File: config.mk
export PLATFORM = sky130hd
export DESIGN_NAME = ising_lattice_sweeper
export DESIGN_NICKNAME = d
export VERILOG_FILES = /design/src/rtl/ising_lattice_sweeper.sv
export SDC_FILE = /design/constraint.sdc
export NUM_CORES = 1
export LEC_CHECK = 0
export CAP_MARGIN = 10
export CORE_AREA = 2 2 207 158
export CTS_CLUSTER_DIAMETER = 60
export CTS_CLUSTER_SIZE = 20
export DETAILED_ROUTE_END_ITERATION = 6
export DIE_AREA = 0 0 209 160
export PLACE_DENSITY_LB_ADDON = 0.08
export SKIP_LAST_GASP = 1
export SLEW_MARGIN = 20
export SYNTH_ARGS = -nofsm -noshare
export SYNTH_HDL_FRONTEND = slang
export SYNTH_SLANG_ARGS = --single-unit
File: constraint.sdc
create_clock -name clk -period 4.6 [get_ports clk]
set_clock_uncertainty 0.2 [all_clocks]
set_input_delay 0.92 -clock clk [delete_from_list [all_inputs] [get_ports clk]]
set_output_delay 0.92 -clock clk [all_outputs]
set_load 0.005 [all_outputs]
File: src/rtl/ising_lattice_sweeper.sv
// Spin store and raster sequencer for the Metropolis Ising core: holds an LxL periodic
// lattice, presents each site with its four neighbours and a random word, and writes back the result.
module ising_lattice_sweeper #(
    parameter int          SIDE_LOG2 = 3,
    parameter int          INIT_SPIN = 1,
    parameter logic [31:0] SEED      = 32'hACE12468
) (
    input  logic                          clk,
    input  logic                          reset,
    input  logic                          start,
    input  logic [15:0]                   num_sweeps,
    input  logic                          wr_en,
    input  logic [SIDE_LOG2-1:0]          wr_x,
    input  logic [SIDE_LOG2-1:0]          wr_y,
    input  logic                          wr_spin,
    input  logic [SIDE_LOG2-1:0]          rd_x,
    input  logic [SIDE_LOG2-1:0]          rd_y,
    output logic                          rd_spin,
    output logic                          spin_val,
    output logic                          left,
    output logic                          right,
    output logic                          top,
    output logic                          bottom,
    output logic [11:0]                   random,
    input  logic                          final_spin_val,
    output logic                          busy,
    output logic                          done,
    output logic [15:0]                   sweep_count,
    output logic signed [2*SIDE_LOG2+1:0] magnetization
);

    localparam int L  = 1 << SIDE_LOG2;
    localparam int N  = L * L;
    localparam int AW = 2 * SIDE_LOG2;
    localparam int MW = AW + 2;
    localparam logic [31:0]           LFSR_TAPS = 32'h80200003;
    localparam logic [31:0]           SEED_EFF  = (SEED == 32'h0) ? 32'h1 : SEED;
    localparam logic signed [MW-1:0]  MAG_INIT  = (INIT_SPIN != 0) ? MW'(N) : MW'(-N);
    localparam logic [SIDE_LOG2-1:0]  XMAX      = SIDE_LOG2'(L - 1);

    typedef enum logic [1:0] {IDLE, UPDATE, DONE} state_t;

    state_t                 state_q;
    logic [N-1:0]           lattice_q, lattice_d;
    logic [SIDE_LOG2-1:0]   x_q, y_q, x_d, y_d;
    logic [SIDE_LOG2-1:0]   xm1, xp1, ym1, yp1;
    logic [15:0]            sweep_q, nsweeps_q;
    logic [31:0]            lfsr_q;
    logic signed [MW-1:0]   mag_q, mag_d;
    logic                   busy_q, done_q;
    logic                   wr_act, wr_val;
    logic [AW-1:0]          wr_addr;
    logic                   last_site;

    function automatic logic [31:0] lfsr_step(input logic [31:0] s);
        return (s >> 1) ^ (s[0] ? LFSR_TAPS : 32'h0);
    endfunction

    // Neighbour addresses wrap naturally in SIDE_LOG2 bits, giving periodic boundaries.
    assign xm1 = x_q - SIDE_LOG2'(1);
    assign xp1 = x_q + SIDE_LOG2'(1);
    assign ym1 = y_q - SIDE_LOG2'(1);
    assign yp1 = y_q + SIDE_LOG2'(1);

    assign rd_spin       = lattice_q[{rd_y, rd_x}];
    assign spin_val      = lattice_q[{y_q, x_q}];
    assign left          = lattice_q[{y_q, xm1}];
    assign right         = lattice_q[{y_q, xp1}];
    assign top           = lattice_q[{ym1, x_q}];
    assign bottom        = lattice_q[{yp1, x_q}];
    assign random        = lfsr_q[11:0];
    assign busy          = busy_q;
    assign done          = done_q;
    assign sweep_count   = sweep_q;
    assign magnetization = mag_q;

    assign last_site = (x_q == XMAX) && (y_q == XMAX);

    // One shared write port: the spin stage owns it while sweeping, the preload port in IDLE.
    always_comb begin
        wr_act    = 1'b0;
        wr_addr   = {y_q, x_q};
        wr_val    = final_spin_val;
        lattice_d = lattice_q;
        mag_d     = mag_q;
        x_d       = xp1;
        y_d       = (x_q == XMAX) ? yp1 : y_q;
        if (state_q == UPDATE) begin
            wr_act = 1'b1;
        end else if (state_q == IDLE && wr_en) begin
            wr_act  = 1'b1;
            wr_addr = {wr_y, wr_x};
            wr_val  = wr_spin;
        end
        if (wr_act) begin
            lattice_d[wr_addr] = wr_val;
            if (lattice_q[wr_addr] != wr_val)
                mag_d = wr_val ? mag_q + MW'(2) : mag_q - MW'(2);
        end
    end

    always_ff @(posedge clk) begin
        if (reset) begin
            state_q   <= IDLE;
            lattice_q <= {N{INIT_SPIN != 0}};
            x_q       <= '0;
            y_q       <= '0;
            sweep_q   <= '0;
            nsweeps_q <= '0;
            lfsr_q    <= SEED_EFF;
            mag_q     <= MAG_INIT;
            busy_q    <= 1'b0;
            done_q    <= 1'b0;
        end else begin
            lattice_q <= lattice_d;
            mag_q     <= mag_d;
            done_q    <= 1'b0;
            case (state_q)
                IDLE: begin
                    if (start) begin
                        sweep_q   <= '0;
                        nsweeps_q <= num_sweeps;
                        x_q       <= '0;
                        y_q       <= '0;
                        if (num_sweeps != 16'd0) begin
                            state_q <= UPDATE;
                            busy_q  <= 1'b1;
                        end else begin
                            state_q <= DONE;
                            done_q  <= 1'b1;
                        end
                    end
                end
                UPDATE: begin
                    lfsr_q <= lfsr_step(lfsr_q);
                    x_q    <= x_d;
                    y_q    <= y_d;
                    if (last_site) begin
                        sweep_q <= sweep_q + 16'd1;
                        if (sweep_q + 16'd1 == nsweeps_q) begin
                            state_q <= DONE;
                            busy_q  <= 1'b0;
                            done_q  <= 1'b1;
                        end
                    end
                end
                DONE: state_q <= IDLE;
                default: state_q <= IDLE;
            endcase
        end
    end

endmodule

==> metrics <==
status finished clean; max-cap viol count 0; largest net degree at the start of global routing 60; RR Endpoint magnetization[1]; Hold Crit Class register to register; CORE AREA 31700 sq um; drt pass-1 iters 5; antenna viol nets, final 0; worst hold stages 2; Avg Cell Area, Syn a little over 9 sq um; root buffer cell clkbuf_16; Worst slew margin 0.493; later-pin clock latency in the skew report 450 ps; hold path endpoint lfsr_q[17]; row count 57; # nets final 1137; unrepaired setup endpoints after global routing no; vias in the first global route 8094; clk sink count ~150; cells on worst reg2reg path 11; final hold violation count 0; number of flops mapped to enable cells by yosys 0; Syn Std Cell Area ~9600 sq um; final WL around 33000 um; Power Density between 300 and 400 nW/um^2; Power Total 3580 uW; post-route minimum period 4540 ps; WL per Instance 21.6 um; starting DRC count in detailed routing 823; Die Footprint 33400 sq um; CTS Buffer Depth 2; Util after Layout 0.368; Seq cells post-synth 145; post-synth top area cell dfxtp_1; CTS tree yes; area delta synth->final 21.3%; ys async rst share 0; Crit Path Category primary input to primary output; Final Slew Violations 0; crit path max fanout 8; GRT overflow 0; r2r setup slk 850 ps; worst hold start lfsr_q[18]; I/O pin count 78; gp weighted congestion about 0.86; CP endpoint kind primary output; DIE HEIGHT 160 um; endpoints failing setup 0; data arrival time of the critical path between 3000 and 4000 ps; post-CTS setup buffers 0; Lkg Pwr 0.00409 uW; Initial Util 0.303; Ant. Diodes 0; worst flop-to-flop path startpoint state_q[0]; Worst Path Required 3480 ps; Non-Filler Instances 1516; fin crit share 0.988; first-pass GRT wire length 51000 um; syn nets 1079; die width 209 um; Synth top cells by count nand2_1, dfxtp_1, mux4_2; drt drc 0; via count 8509; total CTS buffers 17; IR drop worst, VDD 0.218 mV; sequential area share after synthesis 0.302; Ys Warns 0; Clk pin slew, worst setup/hold paths 60 ps; Clock H-tree levels 4; fmax 220 MHz; area share of the largest cell type after synthesis 0.302; CTS Hold Bufs 0; Via density 5.61; post-synthesis instance total 1032; top cells by area, synth dfxtp_1, mux4_2, nand2_1; total negative slack 0 ps; most common cell in the netlist nand2_1; number of antenna violations at the first check in global routing 0; synth unique cells between 60 and 70; CP Launch Type primary input; share of post-route cells with drive strength above 1 0.191; Worst Tran Pin Value 759 ps; top_reg_cell synth dfxtp_1; Tot GR Track Use 0.200; IO buf count 76; DPL Wire Length roughly 22000 um; placed cell count 1481
==> cells by family (layout without fill, tap and decap cells) <==
logic type	after synthesis	after routing	share of synthesized area
AOI/OAI and AO/OA	271	271	0.205
xor gates and xnor gates	35	35	0.0318
adders and majority gates	13	13	0.0177
buffers and inverters	123	194	0.0577
DFF	145	145	0.302
muxes	116	116	0.231
other	1	1	0.000390
and+or+nand+nor	328	328	0.154
==> where the power goes <==
group / internal (uW) / total [uW] / switching (uW)
sequential: 1310 / 1360 / 49.9
combinational: 356 / 755 / 399
clock: 832 / 1460 / 626
==> cell usage in the layout, fill, tap and decap left out, types with 23 or more instances in the layout <==
master	netlist	layout
nand2_1	147	147
dfxtp_1	145	143
mux4_2	84	84
nor2_1	77	77
a21oi_1	75	75
clkdlybuf4s50_1	0	72
buf_4	17	60
a311o_1	52	52
a21boi_0	47	47
o21ai_0	26	26
nand3_1	23	23
==> worst max path at each step <==
stage / slack [ps] / endpoint / from
2_1_floorplan: 50 / magnetization[7] / wr_en
3_3_place_gp: -120 / rd_spin / rd_x[0]
3_5_place_dp: -120 / rd_spin / rd_x[0]
4_1_cts: 10 / left / x_q[0]
5_1_grt: 2 / rd_spin / rd_x[0]
6_report: 60 / rd_spin / rd_x[0]
==> through the flow <==
step                      cell area [sq um]  worst slack (ps)  hold slack [ps]
after floorplan                        9630              46.0              232
after global placement                11000              -117              242
after detailed placement              11000              -124              246
after CTS                             11700              9.66              257
after global routing                  11700              1.88              271
final                                 11700              56.1              255
==> worst max-delay path, cell delays in order <==
cell and delay [ps]:
dlygate4sd2_1 280, bufbuf_16 310, mux4_2 490, mux4_2 470
mux4_2 490, clkdlybuf4s50_1 460
==> area by class of cell <==
type | count | area (sq um)
tap | 413 | 517
clock buffer | 18 | 439
multi-input combinational | 764 | 6190
clock inverter | 14 | 165
sequential | 145 | 2910
timing repair buffer | 142 | 1380
inverter | 20 | 75.1
fill | 3194 | 20100
==> sequential cells by signal, indices dropped and copies added (netlist names) <==
signal         flops
y_q                3
magnetization      7
lattice_q         64
x_q                3
busy               1
nsweeps_q         16
sweep_count       16
lfsr_q            32
done               1
state_q            2
==> layer usage <==
metal / global-route usage / part of all wire / up-vias / routed length, um
met5: 0 / 0 / - / 0
met4: 0.0468 / 0.013 / 0 / 416
met3: 0.0354 / 0.065 / 29 / 2120
met2: 0.286 / 0.43 / 264 / 14100
met1: 0.309 / 0.49 / 4232 / 16200
li1: - / - / 3984 / -
==> repair_timing <==
action                                  CTS  global route
gates cloned                              3             0
resized for setup                         6             1
pin swaps                                 0             0
endpoints found under the setup margin    3             1
No activity file was read; power rests on OpenSTA's default activity.
